`src/rtl/mem_block_mover_if.sv`:
```
// Command port plus RAM pin bundle between the Forth core, the block mover and the RAM mux.
// master = the mover; slave = the core/RAM side it faces.
interface mem_block_mover_if #(
    parameter int unsigned ADDR_W = 12,
    parameter int unsigned DATA_W = 3
);
    logic              cmd_valid;
    logic              cmd_ready;
    logic              cmd_op;
    logic [ADDR_W-1:0] cmd_src;
    logic [ADDR_W-1:0] cmd_dst;
    logic [ADDR_W:0]   cmd_len;
    logic [DATA_W-1:0] cmd_fill;
    logic              busy;
    logic              done;
    logic [ADDR_W-1:0] Address;
    logic              R_F;
    logic [DATA_W-1:0] Data_In;
    logic [DATA_W-1:0] Data_Out;

    modport master (
        input  cmd_valid, cmd_op, cmd_src, cmd_dst, cmd_len, cmd_fill, Data_Out,
        output cmd_ready, busy, done, Address, R_F, Data_In
    );

    modport slave (
        output cmd_valid, cmd_op, cmd_src, cmd_dst, cmd_len, cmd_fill, Data_Out,
        input  cmd_ready, busy, done, Address, R_F, Data_In
    );
endinterface

```
`src/rtl/mem_block_mover.sv`:
```
// Block COPY / FILL engine that owns the single-port RAM while busy.
// Copy is one read cycle then one write cycle per word; fill writes one word per cycle.
module mem_block_mover #(
    parameter int unsigned ADDR_W = 12,
    parameter int unsigned DATA_W = 3
) (
    input  logic               clk,
    input  logic               rst_n,
    mem_block_mover_if.master  bus
);
    localparam int unsigned LEN_W = ADDR_W + 1;

    typedef enum logic [2:0] {IDLE, RD, WR, FILL, DONE} state_t;

    state_t            state_q, state_d;
    logic [ADDR_W-1:0] src_q, src_d;
    logic [ADDR_W-1:0] dst_q, dst_d;
    logic [LEN_W-1:0]  rem_q, rem_d;
    logic [ADDR_W-1:0] addr_q, addr_d;
    logic              rf_q, rf_d;
    logic [DATA_W-1:0] din_q, din_d;
    logic              busy_q, busy_d;
    logic              done_q, done_d;

    assign bus.cmd_ready = (state_q == IDLE) && rst_n;
    assign bus.Address   = addr_q;
    assign bus.R_F       = rf_q;
    assign bus.Data_In   = din_q;
    assign bus.busy      = busy_q;
    assign bus.done      = done_q;

    // State and registered outputs; reset drops R_F at once so an aborted command writes nothing more.
    always_ff @(posedge clk or negedge rst_n) begin
        if (!rst_n) begin
            state_q <= IDLE;
            src_q   <= '0;
            dst_q   <= '0;
            rem_q   <= '0;
            addr_q  <= '0;
            rf_q    <= 1'b0;
            din_q   <= '0;
            busy_q  <= 1'b0;
            done_q  <= 1'b0;
        end else begin
            state_q <= state_d;
            src_q   <= src_d;
            dst_q   <= dst_d;
            rem_q   <= rem_d;
            addr_q  <= addr_d;
            rf_q    <= rf_d;
            din_q   <= din_d;
            busy_q  <= busy_d;
            done_q  <= done_d;
        end
    end

    // Next state plus next values of every registered output.
    always_comb begin
        state_d = state_q;
        src_d   = src_q;
        dst_d   = dst_q;
        rem_d   = rem_q;
        addr_d  = addr_q;
        rf_d    = rf_q;
        din_d   = din_q;
        busy_d  = busy_q;
        done_d  = 1'b0;

        case (state_q)
            IDLE: begin
                rf_d = 1'b0;
                if (bus.cmd_valid) begin
                    src_d = bus.cmd_src;
                    dst_d = bus.cmd_dst;
                    rem_d = bus.cmd_len;
                    if (bus.cmd_len == LEN_W'(0)) begin
                        state_d = DONE;
                        done_d  = 1'b1;
                        busy_d  = 1'b0;
                    end else if (bus.cmd_op) begin
                        state_d = FILL;
                        addr_d  = bus.cmd_dst;
                        rf_d    = 1'b1;
                        din_d   = bus.cmd_fill;
                        busy_d  = 1'b1;
                    end else begin
                        state_d = RD;
                        addr_d  = bus.cmd_src;
                        busy_d  = 1'b1;
                    end
                end
            end
            RD: begin
                // Data_In doubles as the hold register for the word just read.
                state_d = WR;
                addr_d  = dst_q;
                rf_d    = 1'b1;
                din_d   = bus.Data_Out;
            end
            WR: begin
                rem_d = rem_q - LEN_W'(1);
                src_d = src_q + ADDR_W'(1);
                dst_d = dst_q + ADDR_W'(1);
                rf_d  = 1'b0;
                if (rem_q > LEN_W'(1)) begin
                    state_d = RD;
                    addr_d  = src_q + ADDR_W'(1);
                end else begin
                    state_d = DONE;
                    done_d  = 1'b1;
                    busy_d  = 1'b0;
                end
            end
            FILL: begin
                rem_d = rem_q - LEN_W'(1);
                dst_d = dst_q + ADDR_W'(1);
                if (rem_q > LEN_W'(1)) begin
                    addr_d = dst_q + ADDR_W'(1);
                end else begin
                    state_d = DONE;
                    rf_d    = 1'b0;
                    done_d  = 1'b1;
                    busy_d  = 1'b0;
                end
            end
            DONE: begin
                state_d = IDLE;
                rf_d    = 1'b0;
            end
            default: begin
                state_d = IDLE;
                rf_d    = 1'b0;
                busy_d  = 1'b0;
            end
        endcase
    end
endmodule

```
`src/flat_wrapper.sv`:
```
// flat-port wrapper written by rule: the top's interface ports become plain ports
module mem_block_mover_flat 
#(
    parameter int unsigned ADDR_W = 12,
    parameter int unsigned DATA_W = 3
)
  (clk, rst_n, bus_cmd_valid, bus_cmd_op, bus_cmd_src, bus_cmd_dst, bus_cmd_len, bus_cmd_fill, bus_Data_Out, bus_cmd_ready, bus_busy, bus_done, bus_Address, bus_R_F, bus_Data_In);
  mem_block_mover_if #(.ADDR_W(ADDR_W), .DATA_W(DATA_W)) bus_i ();
  input  logic clk;
  input  logic rst_n;
  input wire logic [$bits(bus_i.cmd_valid)-1:0] bus_cmd_valid;
  input wire logic [$bits(bus_i.cmd_op)-1:0] bus_cmd_op;
  input wire logic [$bits(bus_i.cmd_src)-1:0] bus_cmd_src;
  input wire logic [$bits(bus_i.cmd_dst)-1:0] bus_cmd_dst;
  input wire logic [$bits(bus_i.cmd_len)-1:0] bus_cmd_len;
  input wire logic [$bits(bus_i.cmd_fill)-1:0] bus_cmd_fill;
  input wire logic [$bits(bus_i.Data_Out)-1:0] bus_Data_Out;
  output wire logic [$bits(bus_i.cmd_ready)-1:0] bus_cmd_ready;
  output wire logic [$bits(bus_i.busy)-1:0] bus_busy;
  output wire logic [$bits(bus_i.done)-1:0] bus_done;
  output wire logic [$bits(bus_i.Address)-1:0] bus_Address;
  output wire logic [$bits(bus_i.R_F)-1:0] bus_R_F;
  output wire logic [$bits(bus_i.Data_In)-1:0] bus_Data_In;
  assign bus_i.cmd_valid = bus_cmd_valid;
  assign bus_i.cmd_op = bus_cmd_op;
  assign bus_i.cmd_src = bus_cmd_src;
  assign bus_i.cmd_dst = bus_cmd_dst;
  assign bus_i.cmd_len = bus_cmd_len;
  assign bus_i.cmd_fill = bus_cmd_fill;
  assign bus_i.Data_Out = bus_Data_Out;
  assign bus_cmd_ready = bus_i.cmd_ready;
  assign bus_busy = bus_i.busy;
  assign bus_done = bus_i.done;
  assign bus_Address = bus_i.Address;
  assign bus_R_F = bus_i.R_F;
  assign bus_Data_In = bus_i.Data_In;
  mem_block_mover #(.ADDR_W(ADDR_W), .DATA_W(DATA_W)) u_core (.clk(clk), .rst_n(rst_n), .bus(bus_i));
endmodule
```
`config.mk`:
```
export PLATFORM = sky130hd
export DESIGN_NAME = mem_block_mover_flat
export DESIGN_NICKNAME = d
export VERILOG_FILES = /design/src/rtl/mem_block_mover_if.sv /design/src/rtl/mem_block_mover.sv /design/src/flat_wrapper.sv
export SDC_FILE = /design/constraint.sdc
export NUM_CORES = 1
export LEC_CHECK = 0
export ABC_AREA = 1
export CAP_MARGIN = 5
export CORE_MARGIN = 3
export CORE_UTILIZATION = 55
export CTS_BUF_LIST = sky130_fd_sc_hd__clkbuf_4
export CTS_CLUSTER_SIZE = 20
export DETAILED_ROUTE_END_ITERATION = 10
export PLACE_DENSITY = 0.83
export SYNTH_ARGS = -nofsm -noshare
export SYNTH_HDL_FRONTEND = slang
export SYNTH_SLANG_ARGS = --single-unit
```
`constraint.sdc`:
```
create_clock -name clk -period 2.2 [get_ports clk]
set_clock_uncertainty 0.15 [all_clocks]
set_input_delay 0.44 -clock clk [delete_from_list [all_inputs] [get_ports clk]]
set_output_delay 0.44 -clock clk [all_outputs]
set_load 0.03 [all_outputs]
```
==> results.ini <==
[detailed_routing]
wl_met3_um = 922
top_layer = met4
wl_met2_um = 5190
ant_nets = 0
drc = 0
drt-initial-drc-count = 486
vias = 4143
first_pass_iters = 6
wire_per_inst_um = 15.2
wl_met1_um = 4400
routed_wl_um = 10900
avgViaCountPerCell = 5.82

[floorplan]
die_h_um = 88.4
die_area_sq_um = 7810
initial_core_util_pct = 57.8
rows = 29
ios = 66
core_area_sq_um = 6460
die_x_um = 88.4

[worst_setup_path]
crit_path_top_delay_cell = clkdlybuf4s50_1
slowest_delay_ns = 0.69
start_kind = flop
crit_type = flop to output pin
endpoint_kind = output pin
critPathTopFamily = buffers and inverters
path_buf_inv = 1
cp_data_arrival_time_ns = 1.47
crit_chain = clkdlybuf4s50_1
required_ns = 1.61
crit_fanout = 2

[power_and_ir_drop]
power_frac_clock_pct = 13.6
p_int_mw = 3.74
pwr-share-comb_pct = 58.3
power_frac_seq_pct = 28.2
power-per-cell-area_nw_per_um2 = 1570
switching_power_mw = 3.58
vdd_drop_max_mv = 0.846
sw_frac_of_total_pct = 48.9
p_leak_nw = 2.28

[synthesis]
yosysWarnings = 0
synth_async_sr_flop_share_pct = 100
synth_top_cells_by_count = 179 x nand2_1, 58 x dfrtp_1, 57 x nor2_1, 54 x inv_1, 49 x o21ai_0
synth_area_leaders = dfrtp_1 39%, nand2_1 18%, o21ai_0 6.6%
ys_seq_area_share_pct = 38.9
syn_area_per_cell_sq_um = 6.69
syn_area_sq_um = 3730
synth_ff_type = dfrtp_1
synth_top_area_cell = dfrtp_1
syn_nets = 609
ys_ff_latch = 58
yosys.cell_count.top_type = nand2_1
synthCells = 558
synth_edf_count = 0
synthDistinctLibCells = 28
yosys.area.top_type_share_pct = 38.9

[sta]
finalSetupViolations = 0
drv_slew = 0
period_share_pct = 93.5
fin_tns_setup_ns = 0
worst_slew_pin_slew_ns = 0.728
finalHoldViolCount = 0
grt_setup_unrepaired = no
clock.fmax_mhz = 486
period_needed_ns = 2.06
hold-worst-slack_ns = 0.104
relSlewSlack_pct = 51.5
layout_setup_ws_ns = 0.143

[global_route]
grt_use_total_pct = 29.3
grt_max_degree = 59
grt_pass1_vias = 3915
grt.overflow.total = 0
antenna_found_initial = 0
grt_pass1_wl_um = 17900

[min_path]
hold_class = primary input to asynchronous set/reset pin

[clocking]
cts_buffer_depth = 2
clock_latency_ns = 0.40
post_cts_resize_count = 0
cts_made_buffers = 9
clock_sinks = 58
htreeDepth = 3
cts_setup_buffers = 0
clock_tree.root_cell = clkbuf_4
postCtsHoldBufs = 0
path_clk_slew_ns = 0.11
cts_tree = done

[outcome]
status = finished clean

[layout]
drive_gt1_share_pct = 7.40
num_antenna_cells = 0
nets = 681
syn_to_final_growth_pct = 25.1

[placed_design]
numPortBuffers = 65
gp_congestion = 0.946
place_hpwl_um = 8080
place_worst_setup_slack_ns = -0.142

[job]
max-cap-violations = 0

metrics by stage:
| stage | total power [mW] | cell area, sq um | std cells | util [%] |
|---|---|---|---|---|
| after floorplan | 4.91 | 3730 | 558 | - |
| after global placement | 6.11 | 4490 | 696 | 69.5 |
| after detailed placement | 6.26 | 4490 | 696 | 69.5 |
| after CTS | 7.26 | 4670 | 712 | 72.3 |
| after global routing | 7.95 | 4670 | 712 | 72.3 |
| final | 7.32 | 4670 | 712 | 72.3 |
kinds of logic (layout without fill, tap and decap cells):
family / Yosys count / in the layout / synth area share (%)
xor+xnor: 5 / 5 / 1.17
fa+ha+maj: 4 / 4 / 1.34
flops: 58 / 58 / 38.9
simple gates: 300 / 300 / 33.4
compound gates: 111 / 111 / 16.5
buf+inv: 80 / 157 / 8.78
final cells by class:
class	count	area, sq um
clock buffer	10	75.1
clock inverter	6	105
fill	554	1790
inverter	60	225
multi-input combinational	420	1950
sequential	58	1450
tap	77	96.3
timing repair buffer	81	763
final timing paths:
check                                 startpoint               endpoint  slack (ns)  cells after the start
setup / recovery           u_core.bus.Address[5]         bus_Address[5]        0.14                      1
hold / removal                             rst_n        u_core.src_q[2]        0.10                      2
setup reg to reg                 u_core.rem_q[0]  u_core.bus.Address[3]        0.19                      9
hold reg to reg            u_core.bus.Data_In[1]  u_core.bus.Data_In[1]        0.34                      2
max in group asynchronous                  rst_n        u_core.rem_q[9]        1.32                      2
min in group clk           u_core.bus.Data_In[1]  u_core.bus.Data_In[1]        0.34                      2
power groups by stage:
stage / sequential [mW] / clock, mW / combinational (mW)
3_5_place_dp: 2.06 / 0 / 4.20
5_1_grt: 2.13 / 1.05 / 4.78
4_1_cts: 2.05 / 1.00 / 4.21
2_1_floorplan: 2.28 / 0 / 2.64
3_3_place_gp: 2.05 / 0 / 4.06
6_report: 2.06 / 0.995 / 4.26
metal layers:
metal | global-route usage [%] | vias up
li1 | - | 1984
met1 | 37.8 | 1897
met2 | 48.2 | 224
met3 | 5.40 | 38
met4 | 13.0 | 0
met5 | 0 | -
cell usage in the layout, fill, tap and decap left out, types with 4 or more instances in the layout:
cell and n:
a21oi_1 28, a31oi_1 4, buf_4 17, clkbuf_4 10, clkdlybuf4s50_1 63, dfrtp_1 58
ha_1 4, inv_1 54, inv_2 6, nand2_1 179, nand3_1 39, nand4_1 15
nor2_1 57, nor2_2 4, o21ai_0 49, o22ai_1 14, xor2_1 4
sequential cells by signal (all words and copies together) (netlist names):
signal and count:
u_core.bus.R_F 1, u_core.dst_q 12, u_core.bus.Address 12, u_core.rem_q 13
u_core.bus.Data_In 3, u_core.bus.busy 1, u_core.bus.done 1, u_core.state_q 3
u_core.src_q 12
Power figures use the tool's default switching activity.
==> edit: new RTL, config.mk and constraints unchanged <==
`DATA_W` is set to 3 in 3 places; all go to 4.
--- a/src/rtl/mem_block_mover_if.sv
+++ b/src/rtl/mem_block_mover_if.sv
@@ -2,7 +2,7 @@
 // master = the mover; slave = the core/RAM side it faces.
 interface mem_block_mover_if #(
     parameter int unsigned ADDR_W = 12,
-    parameter int unsigned DATA_W = 3
+    parameter int unsigned DATA_W = 4
 );
     logic              cmd_valid;
     logic              cmd_ready;
--- a/src/rtl/mem_block_mover.sv
+++ b/src/rtl/mem_block_mover.sv
@@ -2,7 +2,7 @@
 // Copy is one read cycle then one write cycle per word; fill writes one word per cycle.
 module mem_block_mover #(
     parameter int unsigned ADDR_W = 12,
-    parameter int unsigned DATA_W = 3
+    parameter int unsigned DATA_W = 4
 ) (
     input  logic               clk,
     input  logic               rst_n,
--- a/src/flat_wrapper.sv
+++ b/src/flat_wrapper.sv
@@ -2,7 +2,7 @@
 module mem_block_mover_flat 
 #(
     parameter int unsigned ADDR_W = 12,
-    parameter int unsigned DATA_W = 3
+    parameter int unsigned DATA_W = 4
 )
   (clk, rst_n, bus_cmd_valid, bus_cmd_op, bus_cmd_src, bus_cmd_dst, bus_cmd_len, bus_cmd_fill, bus_Data_Out, bus_cmd_ready, bus_busy, bus_done, bus_Address, bus_R_F, bus_Data_In);
   mem_block_mover_if #(.ADDR_W(ADDR_W), .DATA_W(DATA_W)) bus_i ();
Ports: changed (resized bus_Data_In, bus_Data_Out and bus_cmd_fill); port bits go from 66 to 69. The function was not compared with the original's and may differ.
==> edit against the original RTL <==
- worst hold slack worse by 54 ps
- final area is 2.6% higher
- via count is 2.0% lower
- maximum frequency is 0.73% lower
- first-iteration DRC count is 7.2% lower
- register-to-register slack better by 70 ps
- wire length is 0.57% higher
- sequential cell count is 1 higher
- highest routed layer unchanged
- sequential power is 5% higher
- worst setup slack worse by 15 ps
- synthesized area is 3.3% higher
- critical path type unchanged
- synthesized cell count is 1.4% lower
- core utilization is 0.65 points higher
- total power is 0.37% lower
==> edit: results (changes against the original RTL) <==
Total routed wire length on the met1 layer = 4.81 mm (was 4.40 mm)
Cell types with the largest area share after synthesis = dfrtp_1 (38%), nand2_1 (14%), nor2_1 (7.6%) (was dfrtp_1 (39%), nand2_1 (18%), o21ai_0 (6.6%))
Distinct cells, synth = 35 (was 28)
Pin count of the biggest net entering global routing = 60 (was 59)
Static leakage = 2.17 nW (was 2.28 nW)
Met1 layer usage reported by global route = 40.2% (was 37.8%)
Routed wl met3 = 939 um (was 922 um)
Reg-to-Reg End = u_core.bus.Address[6] (was u_core.bus.Address[3])
Pre-Repair DR Iteration Count = 5 (was 6)
Number of clock buffers inserted by TritonCTS = 9 (unchanged)
Post-placement cell area = 4660 um2 (was 4490 um2)
Gate count after technology mapping = 550 (was 558)
Outcome = completed (unchanged)
Number of nets at the end of the flow = 678 (was 681)
Minimum setup slack among reg-to-reg paths = 260 ps (was 190 ps)
Fraction of the mapped netlist area in compound gates = 16.0% (was 16.5%)
Flip-flop count of the largest register after layout = 13 (unchanged)
Worst slack on hold paths = 50.4 ps (was 104 ps)
Routed Wire Length = 10.9 mm (about the same)
Sequential area share after synthesis = 38.3% (was 38.9%)
Reg-to-reg startpoint = u_core.dst_q[0] (was u_core.rem_q[0])
Routability congestion estimate from global placement = 0.915 (was 0.946)
Critical Path Fanout Max = 2 (unchanged)
Worst setup timing slack at the placement stage = 82.4 ps (was -142 ps)
Cell Count Post-Placement = 707 (was 696)
DR vias/cell = 5.62 (was 5.82)
Grt met2 use = 43.7% (was 48.2%)
Number of violations reported at the end of detailed-routing iteration 0 = 451 (was 486)
Post-synthesis xor/xnor area fraction = 1.14% (was 1.17%)
Final antenna diode count = 0 (unchanged)
Share of final-layout standard cells stronger than drive strength 1 = 11.1% (was 7.40%)
Total global routing track utilization = 28.0% (was 29.3%)
Initial antenna violation count = 0 (unchanged)
Worst ir drop on vdd = 0.848 mV (was 0.846 mV)
Synthesized netlist net count = 603 (was 609)
Number of global-route vias before repair = 3710 (was 3915)
Most instantiated cells after synthesis = nand2_1 (146), nor2_1 (78), dfrtp_1 (59), o21ai_0 (55), nand3_1 (37) (was nand2_1 (179), dfrtp_1 (58), nor2_1 (57), inv_1 (54), o21ai_0 (49))
Horizontal die dimension = 89.7 um (was 88.4 um)
Met3 routing resource usage after global routing = 5.59% (was 5.40%)
Proportion of total power due to net switching = 50.4% (was 48.9%)
Adder-cell area share of the yosys netlist = 1.30% (was 1.34%)
Global-route wire length before repair = 18.4 mm (was 17.9 mm)
Worst setup path endpoint = bus_Address[0] (was bus_Address[5])
Start point of the critical path = u_core.bus.Address[0] (was u_core.bus.Address[5])
Vias after detailed routing = 4062 (was 4143)
P_clk = 779 uW (was 995 uW)
Met2 WL post-DR = 5.04 mm (was 5.19 mm)
Dpl hpwl = 8.23 mm (was 8.08 mm)
PortBufs = 68 (was 65)
Combinational group power = 4.34 mW (was 4.26 mW)
Yosys Warn Count = 0 (unchanged)
Sequential-cell power consumption = 2.17 mW (was 2.06 mW)
Mux share of post-synthesis cell area = 3.50% (was 0%)
## edit: cell count changes in the layout (fill, tap and decap cells not counted), sizes merged, moves of 3 or more
cell,unedited run,this run
nand4,15,10
nand3,41,37
a21oi,28,25
o21ai,52,60
nand2,179,151
nor3,3,7
clkdlybuf4s50,63,66
or2,0,4
mux2,0,12
o2111ai,3,0
inv,60,46
nor2,62,82
## edit: how the worst min path moves through the flow
stage                                   to
floorplan            u_core.bus.Address[0]
global placement     u_core.bus.Data_In[1]
detailed placement  u_core.bus.Address[10]
CTS                        u_core.rem_q[6]
global route               u_core.rem_q[5]
finish                     u_core.rem_q[5]
## edit: final cells by class
| type | instances | area [um2] |
|---|---|---|
| Timing Repair Buffer | 83 | 811 |
| Multi-Input combinational cell | 425 | 2080 |
| Fill cell | 561 | 1780 |
| Clock inverter | 6 | 56.3 |
| Inverter | 47 | 176 |
| Tap cell | 93 | 116 |
| Sequential cell | 59 | 1480 |
| Clock buffer | 10 | 75.1 |
